## src/rtl/micro_seq_pkg.sv

```systemverilog
// Shared microword layout, opcodes, FSM states and default parameters for the microsequencer.
// Pure definitions: no logic, no latency, no flow control.
package micro_seq_pkg;

    localparam int          DEF_STACK_DEPTH = 4;
    localparam logic [11:0] DEF_RESET_ADDR  = 12'h000;
    localparam int          DEF_RDY_TIMEOUT = 15;

    localparam int AW = 12;
    localparam int DW = 32;
    localparam int CW = 16;

    localparam int OP_MSB   = 19;
    localparam int OP_LSB   = 16;
    localparam int CSEL_MSB = 15;
    localparam int CSEL_LSB = 12;
    localparam int ADDR_MSB = 11;
    localparam int ADDR_LSB = 0;

    localparam logic [3:0] OP_CONT  = 4'd0;
    localparam logic [3:0] OP_JMP   = 4'd1;
    localparam logic [3:0] OP_JCOND = 4'd2;
    localparam logic [3:0] OP_CALL  = 4'd3;
    localparam logic [3:0] OP_RET   = 4'd4;
    localparam logic [3:0] OP_CALLC = 4'd5;
    localparam logic [3:0] OP_RETC  = 4'd6;
    localparam logic [3:0] OP_MAP   = 4'd7;
    localparam logic [3:0] OP_WAIT  = 4'd8;

    typedef enum logic [1:0] {
        S_FETCH   = 2'd0,
        S_WAITRDY = 2'd1,
        S_EXEC    = 2'd2
    } state_e;

    function automatic logic [31:0] mk_uword(input logic [3:0] op, input logic [3:0] csel,
                                             input logic [11:0] addr);
        return {12'h000, op, csel, addr};
    endfunction

endpackage

```

## src/rtl/micro_seq_if.sv

```systemverilog
// Control-store bus between the microsequencer (master) and the microcode ROM (slave).
// Request is a one-cycle pulse; ready returns one cycle later with the microword.
interface micro_seq_if;
    import micro_seq_pkg::*;

    logic [AW-1:0] MPC;
    logic          ROMRQ;
    logic [DW-1:0] ROM;
    logic          ROMDRY;

    modport master (output MPC, output ROMRQ, input ROM, input ROMDRY);
    modport slave  (input MPC, input ROMRQ, output ROM, output ROMDRY);
endinterface

```

## src/rtl/micro_stack.sv

```systemverilog
// Microcode return stack; push/pop take effect on the clock edge, top is combinational.
// No backpressure: a push when full silently drops the oldest entry, a pop when empty is a no-op.
module micro_stack
    import micro_seq_pkg::*;
#(
    parameter int DEPTH = DEF_STACK_DEPTH
) (
    input  logic          clk,
    input  logic          rst,
    input  logic          push_i,
    input  logic          pop_i,
    input  logic [AW-1:0] push_dat_i,
    output logic [AW-1:0] top_o,
    output logic          full_o,
    output logic          empty_o
);
    localparam int CNTW = $clog2(DEPTH + 1);
    localparam int IW   = $clog2(DEPTH);

    logic [AW-1:0]   mem_q [DEPTH];
    logic [CNTW-1:0] cnt_q;
    logic [IW-1:0]   top_idx;
    logic [IW-1:0]   wr_idx;

    assign full_o  = (cnt_q == CNTW'(DEPTH));
    assign empty_o = (cnt_q == '0);
    assign top_idx = IW'(cnt_q - CNTW'(1));
    assign wr_idx  = IW'(cnt_q);
    assign top_o   = empty_o ? '0 : mem_q[top_idx];

    // Entry 0 is always the oldest, so discard-on-full is a shift toward index 0.
    always_ff @(posedge clk) begin
        if (rst) begin
            cnt_q <= '0;
        end else if (push_i) begin
            if (full_o) begin
                for (int i = 0; i < DEPTH - 1; i++) begin
                    mem_q[i] <= mem_q[i+1];
                end
                mem_q[DEPTH-1] <= push_dat_i;
            end else begin
                mem_q[wr_idx] <= push_dat_i;
                cnt_q         <= cnt_q + CNTW'(1);
            end
        end else if (pop_i && !empty_o) begin
            cnt_q <= cnt_q - CNTW'(1);
        end
    end

endmodule

```

## src/rtl/micro_seq.sv

```systemverilog
// Microprogram sequencer: fetch / wait-for-ready / execute, at least 3 cycles per microword.
// HOLD freezes EXEC; a missing ROMDRY times out and the same address is re-requested.
module micro_seq
    import micro_seq_pkg::*;
#(
    parameter int          STACK_DEPTH = DEF_STACK_DEPTH,
    parameter logic [11:0] RESET_ADDR  = DEF_RESET_ADDR,
    parameter int          RDY_TIMEOUT = DEF_RDY_TIMEOUT
) (
    input  logic           clk,
    input  logic           rst,
    micro_seq_if.master    rom,
    input  logic [CW-1:0]  COND,
    input  logic [AW-1:0]  MAPADDR,
    input  logic           HOLD,
    input  logic           TRAP,
    input  logic [AW-1:0]  TRAPVEC,
    output logic [DW-1:0]  UIR,
    output logic           UVALID,
    output logic           SOVF,
    output logic           SUNF,
    output logic           ROMTO
);
    localparam int TW = $clog2(RDY_TIMEOUT + 1);

    state_e        state_q;
    logic [AW-1:0] mpc_q;
    logic [AW-1:0] mpc_d;
    logic [DW-1:0] uir_q;
    logic          sovf_q, sunf_q, romto_q;
    logic [TW-1:0] tmo_q;

    logic [3:0]    op;
    logic [3:0]    csel;
    logic [AW-1:0] addr;
    logic          cond_bit;
    logic [AW-1:0] mpc_inc;
    logic          push, pop, exec_go;
    logic [AW-1:0] stk_top;
    logic          stk_full, stk_empty;

    assign op       = uir_q[OP_MSB:OP_LSB];
    assign csel     = uir_q[CSEL_MSB:CSEL_LSB];
    assign addr     = uir_q[ADDR_MSB:ADDR_LSB];
    assign cond_bit = COND[csel];
    assign mpc_inc  = mpc_q + AW'(1);
    assign exec_go  = (state_q == S_EXEC) && !HOLD;

    always_comb begin
        mpc_d = mpc_inc;
        push  = 1'b0;
        pop   = 1'b0;
        if (TRAP) begin
            push  = 1'b1;
            mpc_d = TRAPVEC;
        end else begin
            case (op)
                OP_JMP:   mpc_d = addr;
                OP_JCOND: if (cond_bit) mpc_d = addr;
                OP_CALL: begin
                    push  = 1'b1;
                    mpc_d = addr;
                end
                OP_CALLC: if (cond_bit) begin
                    push  = 1'b1;
                    mpc_d = addr;
                end
                OP_RET:   pop = 1'b1;
                OP_RETC:  pop = cond_bit;
                OP_MAP:   mpc_d = MAPADDR;
                OP_WAIT:  if (!cond_bit) mpc_d = mpc_q;
                default:  mpc_d = mpc_inc;
            endcase
            if (pop) begin
                mpc_d = stk_empty ? RESET_ADDR : stk_top;
            end
        end
    end

    micro_stack #(.DEPTH(STACK_DEPTH)) u_stack (
        .clk        (clk),
        .rst        (rst),
        .push_i     (exec_go && push),
        .pop_i      (exec_go && pop),
        .push_dat_i (mpc_inc),
        .top_o      (stk_top),
        .full_o     (stk_full),
        .empty_o    (stk_empty)
    );

    always_ff @(posedge clk) begin
        if (rst) begin
            state_q <= S_FETCH;
            mpc_q   <= RESET_ADDR;
            uir_q   <= '0;
            sovf_q  <= 1'b0;
            sunf_q  <= 1'b0;
            romto_q <= 1'b0;
            tmo_q   <= '0;
        end else begin
            case (state_q)
                S_FETCH: begin
                    tmo_q   <= '0;
                    state_q <= S_WAITRDY;
                end
                S_WAITRDY: begin
                    if (rom.ROMDRY) begin
                        uir_q   <= rom.ROM;
                        state_q <= S_EXEC;
                    end else if (tmo_q == TW'(RDY_TIMEOUT - 1)) begin
                        romto_q <= 1'b1;
                        state_q <= S_FETCH;
                    end else begin
                        tmo_q <= tmo_q + TW'(1);
                    end
                end
                S_EXEC: begin
                    if (!HOLD) begin
                        mpc_q   <= mpc_d;
                        state_q <= S_FETCH;
                        if (push && stk_full) sovf_q <= 1'b1;
                        if (pop && stk_empty) sunf_q <= 1'b1;
                    end
                end
                default: state_q <= S_FETCH;
            endcase
        end
    end

    // Request is gated by rst so the bus stays quiet while reset is held.
    assign rom.MPC   = mpc_q;
    assign rom.ROMRQ = (state_q == S_FETCH) && !rst;
    assign UIR       = uir_q;
    assign UVALID    = (state_q == S_EXEC);
    assign SOVF      = sovf_q;
    assign SUNF      = sunf_q;
    assign ROMTO     = romto_q;

endmodule

```

## src/flat_wrapper.sv

```systemverilog
// flat-port wrapper written by rule: the top's interface ports become plain ports
module micro_seq_flat import micro_seq_pkg::*;
#(
    parameter int          STACK_DEPTH = DEF_STACK_DEPTH,
    parameter logic [11:0] RESET_ADDR  = DEF_RESET_ADDR,
    parameter int          RDY_TIMEOUT = DEF_RDY_TIMEOUT
)
  (clk, rst, COND, MAPADDR, HOLD, TRAP, TRAPVEC, UIR, UVALID, SOVF, SUNF, ROMTO, rom_MPC, rom_ROMRQ, rom_ROM, rom_ROMDRY);
  micro_seq_if rom_i ();
  input  logic clk;
  input  logic rst;
  input  logic [CW-1:0] COND;
  input  logic [AW-1:0] MAPADDR;
  input  logic HOLD;
  input  logic TRAP;
  input  logic [AW-1:0] TRAPVEC;
  output logic [DW-1:0] UIR;
  output logic UVALID;
  output logic SOVF;
  output logic SUNF;
  output logic ROMTO;
  output wire logic [$bits(rom_i.MPC)-1:0] rom_MPC;
  output wire logic [$bits(rom_i.ROMRQ)-1:0] rom_ROMRQ;
  input wire logic [$bits(rom_i.ROM)-1:0] rom_ROM;
  input wire logic [$bits(rom_i.ROMDRY)-1:0] rom_ROMDRY;
  assign rom_MPC = rom_i.MPC;
  assign rom_ROMRQ = rom_i.ROMRQ;
  assign rom_i.ROM = rom_ROM;
  assign rom_i.ROMDRY = rom_ROMDRY;
  micro_seq #(.STACK_DEPTH(STACK_DEPTH), .RESET_ADDR(RESET_ADDR), .RDY_TIMEOUT(RDY_TIMEOUT)) u_core (.clk(clk), .rst(rst), .rom(rom_i), .COND(COND), .MAPADDR(MAPADDR), .HOLD(HOLD), .TRAP(TRAP), .TRAPVEC(TRAPVEC), .UIR(UIR), .UVALID(UVALID), .SOVF(SOVF), .SUNF(SUNF), .ROMTO(ROMTO));
endmodule
```

## config.mk

```make
export PLATFORM = sky130hd
export DESIGN_NAME = micro_seq_flat
export DESIGN_NICKNAME = d
export VERILOG_FILES = /design/src/rtl/micro_seq_pkg.sv /design/src/rtl/micro_seq_if.sv /design/src/rtl/micro_stack.sv /design/src/rtl/micro_seq.sv /design/src/flat_wrapper.sv
export SDC_FILE = /design/constraint.sdc
export NUM_CORES = 1
export LEC_CHECK = 0
export CAP_MARGIN = 15
export CELL_PAD_IN_SITES_DETAIL_PLACEMENT = 0
export CELL_PAD_IN_SITES_GLOBAL_PLACEMENT = 1
export CORE_MARGIN = 1
export CORE_UTILIZATION = 39
export DETAILED_ROUTE_END_ITERATION = 8
export PLACE_DENSITY_LB_ADDON = 0.08
export RECOVER_POWER = 100
export SETUP_SLACK_MARGIN = 0.1
export SYNTH_ARGS = -nofsm -noshare
export SYNTH_HDL_FRONTEND = slang
export SYNTH_SLANG_ARGS = --single-unit
```

## constraint.sdc

```tcl
create_clock -name clk -period 3.58 [get_ports clk]
set_clock_uncertainty 0.15 [all_clocks]
set_input_delay 0.358 -clock clk [delete_from_list [all_inputs] [get_ports clk]]
set_output_delay 0.358 -clock clk [all_outputs]
set_load 0.02 [all_outputs]
```

==> flow_summary.json <==
{
  "cts.sinks": 104,
  "ctsResizeCount": 0,
  "grt_pass1_wl_um": 25700,
  "cts_buffers": 9,
  "ys_top_cells_by_count": "nand2_1, dfxtp_1, a21oi_1",
  "criticalPathCategory": "reg -> reg",
  "maxCapViolCount": 1,
  "avgSynthCellArea_um2": 9.93,
  "first_iter_violations": 348,
  "ys.flop_type": "dfxtp_1",
  "cp-start-kind": "flop",
  "yosysMostFrequentCell": "nand2_1",
  "r2r_slack_ps": 420,
  "rows": 43,
  "dieArea_um2": 15200,
  "hold_ws_ps": 302,
  "critPathArrivalTime_ps": 3120,
  "vias_per_cell": 5.49,
  "fin_total_pwr_mw": 2.71,
  "synth_mux_area_frac": 0.121,
  "grt_usage": 0.226,
  "antenna_found_initial": 0,
  "yosysTopAreaCell": "edfxtp_1",
  "via_count": 4833,
  "cts_root_buf": "clkbuf_16",
  "ys_seq_area_frac": 0.448,
  "cp_slowest_cell": "dfxtp_1",
  "synth_top_family_by_area": "compound AO/OA/AOI/OAI gates",
  "hpwl_um": 12000,
  "overflow": 0,
  "io_pins": 126,
  "place_ws_ps": 406,
  "synth_compound_area_frac": 0.177,
  "clk_latency_ps": 360,
  "postRouteAntennaNets": 0,
  "synth_xor_area_frac": 0.0168,
  "dp_cells": 864,
  "clock.fmax_mhz": 317,
  "portBuffers": 125,
  "ys_seq_elements": 104,
  "cts_htree_levels": 3,
  "syn_inst": 576,
  "antenna_cells": 0,
  "cp-end-kind": "flop",
  "p_per_area_nw_per_um2": 368,
  "syn-num-nets": 659,
  "finish.utilization": 0.521,
  "synth_edf_count": 48,
  "tns_ps": 0,
  "relSlewSlack": -0.255,
  "worst_pin_slew_ps": 1880,
  "setup_viol": 0,
  "place_area_um2": 7080,
  "violations": "max-capacitance violations, max-slew violations",
  "fin_crit_sh": 0.882,
  "holdBufCountCts": 0,
  "gp_congestion": 0.822,
  "finalNonFillerCells": 880,
  "dieWidth_um": 123,
  "min_path_type": "reg -> reg",
  "irDropWorstVdd_mv": 0.250,
  "postCtsSetupBuffers": 0,
  "finalMaxSlewViolations": 34,
  "drive_gt1_frac": 0.117,
  "grt_max_degree": 49,
  "die_h_um": 123,
  "hold_viol": 0,
  "syn_to_final_growth_pct": 28.4,
  "critical_path_required_ps": 3550,
  "layout.nets": 778,
  "cpPeakStageDelay_ps": 630,
  "synthTopCellsByArea": "edfxtp_1, dfxtp_1, nand2_1",
  "synthAdderAreaFrac": 0.0131,
  "drt_pass1_iterations": 4,
  "status": "complete, but fails checks",
  "wl_per_cell_um": 18.5,
  "clk_path_buf_depth": 2,
  "syn_area_um2": 5720,
  "routed_wl_um": 16300,
  "fin_area_um2": 7350,
  "yosysWarnings": 0,
  "start_util": 0.406,
  "setup_slack_ps": 422,
  "cts.reportedPaths.clkPinSlew_ps": 80,
  "path_max_fanout": 18,
  "cp_cell_sequence": "mux2i_1, mux4_2, and2_0, o31ai_1, buf_4, nand4b_4, mux2_2",
  "core_area_um2": 14100,
  "cts_tree": "yes",
  "async_flop_share": 0,
  "drc": 0,
  "synthSimpleGateAreaFrac": 0.170,
  "ys_types": 59,
  "power.leakage_nw": 2.72,
  "synth_top_area_frac": 0.252,
  "rsz0062_at_grt": "false",
  "min_period_ps": 3160,
  "grt_pass1_vias": 4738
}
-- worst paths after layout --
path | endpoint | cells past startpoint | from
max | u_core.u_stack.mem_q[2][8]$_DFFE_PP_ | 7 | u_core.UIR[13]$_SDFFE_PP0P_
min reg2reg | u_core.UIR[22]$_SDFFE_PP0P_ | 2 | u_core.UIR[22]$_SDFFE_PP0P_
min | u_core.UIR[22]$_SDFFE_PP0P_ | 2 | u_core.UIR[22]$_SDFFE_PP0P_
max reg2reg | u_core.u_stack.mem_q[2][8]$_DFFE_PP_ | 7 | u_core.UIR[13]$_SDFFE_PP0P_
-- layout by cell type, fill, tap and decap left out, drive strengths merged, types with 6 or more instances in the layout --
cell and n:
nand2 108, clkdlybuf4s50 75, dfxtp 56, a21oi 55, dlygate4sd3 49, edfxtp 48, nor2 36, o21ai 24
mux2 23, inv 19, buf 15, mux2i 14, mux4 13, clkbuf 13, nand3 11, o221ai 10
nor3 10, a221oi 9, nand2b 8, a31oi 8, xor2 6, o31ai 6, ha 6
-- sequential cells by signal, summed over array words and instances, names as in the netlist --
name                  count
u_core.u_stack.mem_q     48
u_core.SOVF               1
u_core.ROMTO              1
u_core.tmo_q              4
u_core.UIR               32
u_core.SUNF               1
u_core.rom.MPC           12
u_core.u_stack.cnt_q      3
u_core.state_q            2
-- logic make-up after synthesis --
logic type | after synthesis
compound gates | 150
xor+xnor | 11
fa+ha+maj | 6
buf+inv | 50
flops | 104
mux | 50
simple gates | 205
-- area by class of cell --
cell class | count | area [um^2]
fillers | 1329 | 6750
multi-input cells | 422 | 2820
flip-flops and latches | 104 | 2560
repair buffers | 143 | 1370
clock buffers | 9 | 225
well taps | 180 | 225
clock inverters | 7 | 92.6
inverters | 15 | 56.3
-- layer usage --
layer | track usage | part of all wire
met1 | 0.296 | 0.44
met2 | 0.366 | 0.48
met3 | 0.0567 | 0.068
met4 | 0.0663 | 0.014
met5 | 0 | 0
-- power breakdown --
| part | internal (mW) | switching, mW | total (mW) | leakage, nW |
|---|---|---|---|---|
| Combinational | 0.180 | 0.175 | 0.355 | 1.69 |
| Clock | 0.563 | 0.497 | 1.06 | 0.156 |
| Sequential | 1.26 | 0.0344 | 1.29 | 0.879 |
| Total | 2.00 | 0.707 | 2.71 | 2.72 |
-- critical path, delay by kind of cell (launching register included) --
kind | cells | cell delay [ps]
flip-flops | 1 | 630
multiplexers | 3 | 1060
AND/OR/NAND/NOR | 2 | 490
buffers and inverters | 1 | 240
AO/OA/AOI/OAI | 1 | 350
(Power assumes the default switching activity.)
==> RTL change 1: new RTL, same flow settings <==
Encoding of `state_e`: now one-hot (3 bits for 3 states).
--- a/src/rtl/micro_seq_pkg.sv
+++ b/src/rtl/micro_seq_pkg.sv
@@ -29,6 +29,6 @@
 
-    typedef enum logic [1:0] {
-        S_FETCH   = 2'd0,
-        S_WAITRDY = 2'd1,
-        S_EXEC    = 2'd2
+    typedef enum logic [2:0] {
+        S_FETCH   = 3'b001,
+        S_WAITRDY = 3'b010,
+        S_EXEC    = 3'b100
     } state_e;
Check against the original RTL: same outputs for any inputs over 4 cycles, from zero or initial values and one cycle with rst high; so few cycles prove little.
==> RTL change 1 against the original RTL <==
Sequential share of layout area about the same; routed wire length up 3.3%; non-clock buffer count up 3; synthesized cell count up 4.3%; cell area up 0.82%; setup slack better by 45 ps; sequential cell count up 1; power down 7.6%; maximum frequency up 1.5%; combinational power down 26%; global-route usage up 1.4 points; area after synthesis down 0.46%; critical path depth down 1; largest cell class unchanged; largest power group unchanged.
==> RTL change 1: results <==
{
  "run_status": "completed",
  "drc": 0,
  "logic_gate_share_of_total_power_pct": 10.5,
  "clk_share_pct": 3.82,
  "largest_net_degree_at_the_start_of_global_routing": 53,
  "clockBufferCount": 9,
  "worst_path_largest_cell_delay_ps": 1060,
  "cpMaxStageDelayCell": "sky130_fd_sc_hd__a2111oi_2",
  "crit_path_max_fanout": 13,
  "leakage_nw": 2.60,
  "worstSkewPairLatency_ps": 360,
  "vias_per_cell": 5.56,
  "netlist-cell-type-count": 70,
  "final_nets": 803,
  "wl_per_cell_um": 18.6,
  "post-route-period-util_pct": 87.0,
  "seq-cell-share_pct": 34.9,
  "vdd.ir_drop.worst_mv": 0.295,
  "layout.buffer.nonclock.area_share_pct": 18.4,
  "syn-mean-instance-area_um2": 9.48,
  "portion_of_the_post_synthesis_area_used_by_sequential_elements_pct": 45.3,
  "tightestPinTransition_ps": 1140,
  "place.detailed.instances": 889,
  "drive_above_1_share_pct": 8.28,
  "finalHoldWorstSlack_ps": 247,
  "synth_enable_flop_cells": 48,
  "layout.non_clock_buffers": 146,
  "post-route-util_pct": 52.8,
  "reg2reg_slack_ps": 470,
  "cts.sinks": 105,
  "power.switching_fraction_pct": 24.8,
  "synth_fp_nets": 684,
  "multi_input_area_share_pct": 38.8,
  "filler_cell_count": 1311,
  "gp_routability_congestion": 0.901,
  "grt_pass1_wl_um": 27100,
  "post_cts_buffers": 0,
  "detailedRoute.firstIterationViolations": 481,
  "min_path_type": "primary input to flip-flop",
  "async_reset_ff_share_pct": 0,
  "p_sw_mw": 0.620,
  "grt_antenna_before_repair": 0,
  "grt_util_all_layers_pct": 23.9,
  "htree_num_levels": 3,
  "finalWirelength_um": 16800,
  "flip_flop_count_of_the_largest_register_all_copies_and_words_added": 48,
  "hpwl_after_dpl_um": 12800,
  "dp_slack_ps": 351,
  "vias_in_the_first_global_route": 4956,
  "clkTransAtPathRegs_ps": 80,
  "sequential_power_mw": 1.28,
  "multiInputCombCellCount": 436,
  "drt_pass1_iterations": 7,
  "clk_path_buf_depth": 2,
  "yosys-top-cells-area": "sky130_fd_sc_hd__edfxtp_1 (25%), sky130_fd_sc_hd__dfxtp_1 (20%), sky130_fd_sc_hd__a21oi_1 (6.9%), sky130_fd_sc_hd__nand2_1 (6.4%), sky130_fd_sc_hd__mux4_2 (6.3%)",
  "placed_cell_areas_um2": 7180,
  "yosys-top-cells-count": "sky130_fd_sc_hd__nand2_1 (97), sky130_fd_sc_hd__a21oi_1 (78), sky130_fd_sc_hd__dfxtp_1 (57)",
  "inverters_excl_clock": 22
}
==> RTL change 1: cell count changes after synthesis, moves of 7 or more <==
cell,change
sky130_fd_sc_hd__nand2_1,-10
sky130_fd_sc_hd__mux2_1,+9
sky130_fd_sc_hd__o21ai_0,-11
sky130_fd_sc_hd__nand3_1,+8
sky130_fd_sc_hd__mux2_2,-22
sky130_fd_sc_hd__o21ai_1,+13
sky130_fd_sc_hd__a22oi_1,+7
sky130_fd_sc_hd__nor2_1,+10
sky130_fd_sc_hd__a21oi_1,+28
sky130_fd_sc_hd__mux2i_1,-8
==> RTL change 1: worst paths after layout <==
path | startpoint | endpoint | cells past startpoint
hold / removal | rst | u_core.state_q[0] | 4
hold reg to reg | u_core.UIR[25] | u_core.UIR[25] | 2
setup / recovery | u_core.UIR[18] | u_core.u_stack.mem_q[2][6] | 6
setup reg to reg | u_core.UIR[18] | u_core.u_stack.mem_q[2][6] | 6
==> RTL change 1: worst max-delay path: cells and delay by family (launching register included) <==
family,cells,cell delay [ps]
and+or+nand+nor,2,490
buffers and inverters,1,310
AOI/OAI and AO/OA,3,1340
DFF,1,540
==> RTL change 1: cells by family after synthesis <==
group | count (synthesis) | synth area share, %
compound gates | 176 | 20.4
fa+ha+maj | 6 | 1.32
buf+inv | 60 | 4.44
mux | 35 | 10.4
simple gates | 207 | 16.2
xor+xnor | 12 | 1.85
flops | 105 | 45.3
==> RTL change 1: routing by layer <==
layer  part of all wire (%)  wire [um]  global-route usage [%]  vias up
met5                      0          0                       0        -
met2                     45       7630                    37.0      177
met1                     45       7570                    31.5     2354
li1                       -          -                       -     2474
met3                    7.0       1170                    7.02       30
met4                    2.7        449                    8.99        0
==> RTL change 2: new RTL, same settings <==
Made on the original files. The package constant `DEF_STACK_DEPTH` goes from 4 to 2.
--- a/src/rtl/micro_seq_pkg.sv
+++ b/src/rtl/micro_seq_pkg.sv
@@ -4,3 +4,3 @@
 
-    localparam int          DEF_STACK_DEPTH = 4;
+    localparam int          DEF_STACK_DEPTH = 2;
     localparam logic [11:0] DEF_RESET_ADDR  = 12'h000;
Formal check against the unedited RTL: not equivalent (Yosys sat finds a counterexample within 10 cycles, from zero or initial values and one cycle with rst high).
==> RTL change 2 against the original RTL <==
First-iteration DRC count shrank 36%; setup slack got worse by 54 ps; power down 28%; area after synthesis shrank 27%; clock power decreased by 37%; critical path depth did not move; global-route usage down 0.94 points; sequential cell count shrank 25; sequential power fell by 25%; routed wire length fell by 29%; cell area is 23% lower; critical path type unchanged; critical endpoint is now u_core.rom.MPC[11]; largest cell class unchanged; largest power group unchanged.
==> RTL change 2: results <==
{
  "clk_path_buf_depth": 2,
  "vias_in_the_first_global_route": 3606,
  "finalHoldWorstSlack_ps": 260,
  "detailedRoute.firstIterationViolations": 222,
  "timing.fmax_mhz": 311,
  "clk_share_pct": 3.40,
  "timing.critical_path.arrival_ps": 3320,
  "multi_input_area_share_pct": 38.1,
  "synthXorXnorAreaFrac_pct": 2.72,
  "layout.non_clock_buffers": 133,
  "clock-root-buffer": "sky130_fd_sc_hd__clkbuf_8",
  "layout.buffer.nonclock.area_share_pct": 22.8,
  "grt_antenna_before_repair": 0,
  "cts_repair_resize_count": 0,
  "run_status": "completed",
  "wl_per_cell_um": 16.6,
  "portion_of_the_post_synthesis_area_used_by_sequential_elements_pct": 43.5,
  "yosys_register_bits": 79,
  "seq-cell-share_pct": 32.2,
  "route.vias.total": 3689,
  "tightestPinTransition_ps": 1040,
  "top_cell_family_by_delay_on_the_critical_path": "compound AO/OA/AOI/OAI gates",
  "clockPowerShare_pct": 34.0,
  "hpwl_after_dpl_um": 8650,
  "worstHoldEndpoint": "u_core.state_q[1]",
  "slew_violations": 0,
  "flip_flop_count_of_the_largest_register_all_copies_and_words_added": 32,
  "filler_cell_count": 981,
  "inverters_excl_clock": 9,
  "yosys-top-cells-area": "sky130_fd_sc_hd__dfxtp_1 (26%), sky130_fd_sc_hd__edfxtp_1 (17%), sky130_fd_sc_hd__mux2i_1 (8.1%), sky130_fd_sc_hd__nand2_1 (6.9%), sky130_fd_sc_hd__a21oi_1 (5.0%)",
  "synth_fp_nets": 526,
  "final_nets": 640,
  "reg2reg_slack_ps": 370,
  "timing.max_cap.violations": 0,
  "placed_cell_areas_um2": 5530,
  "yosys-top-cells-count": "sky130_fd_sc_hd__nand2_1 (77), sky130_fd_sc_hd__dfxtp_1 (55), sky130_fd_sc_hd__a21oi_1 (42)",
  "compound_gate_portion_of_the_synthesized_area_pct": 18.2,
  "multiInputCombCellCount": 326,
  "synth_enable_flop_cells": 24,
  "gp_routability_congestion": 0.923,
  "critical_register_to_register_path_endpoint": "u_core.rom.MPC[11]",
  "clock_net_power_mw": 0.664,
  "largest_net_degree_at_the_start_of_global_routing": 28,
  "power.switching_fraction_pct": 27.9,
  "critical_path.reg2reg.startpoint": "u_core.UIR[14]",
  "port_buffers": 125,
  "clockBufferCount": 11,
  "vdd.ir_drop.worst_mv": 0.171,
  "drive_above_1_share_pct": 5.15,
  "grt_util_all_layers_pct": 21.6,
  "synth.area.mux_share_pct": 13.7,
  "leakage_nw": 2.14,
  "adder_and_majority_gate_portion_of_the_synthesized_area_pct": 1.49,
  "seq_power_share_pct": 49.5,
  "dp_slack_ps": 319,
  "crit_path_max_fanout": 13,
  "grt_pass1_wl_um": 18800,
  "num_rows": 37,
  "netlist-cell-type-count": 52
}
## RTL change 2: cell count changes after synthesis, moves of 11 or more
cell and delta:
sky130_fd_sc_hd__a32o_1 +12, sky130_fd_sc_hd__edfxtp_1 -24, sky130_fd_sc_hd__mux2_2 -23, sky130_fd_sc_hd__mux2_4 +11, sky130_fd_sc_hd__mux2i_1 +20, sky130_fd_sc_hd__mux4_2 -11, sky130_fd_sc_hd__nand2_1 -30, sky130_fd_sc_hd__nor2_1 -19
## RTL change 2: per-layer routing
layer	vias to the layer above	GRT usage [%]	share of wire, %
met5	-	0	0
met4	0	6.75	0.88
met3	8	7.05	8.1
met2	110	31.8	44
met1	1712	30.0	47
li1	1859	-	-
## RTL change 2: through the flow
stage	utilization [%]	instances
after global routing	54.6	699
after detailed placement	53.3	683
after global placement	53.3	683
after floorplan	-	444
after CTS	55.2	699
final	54.6	699
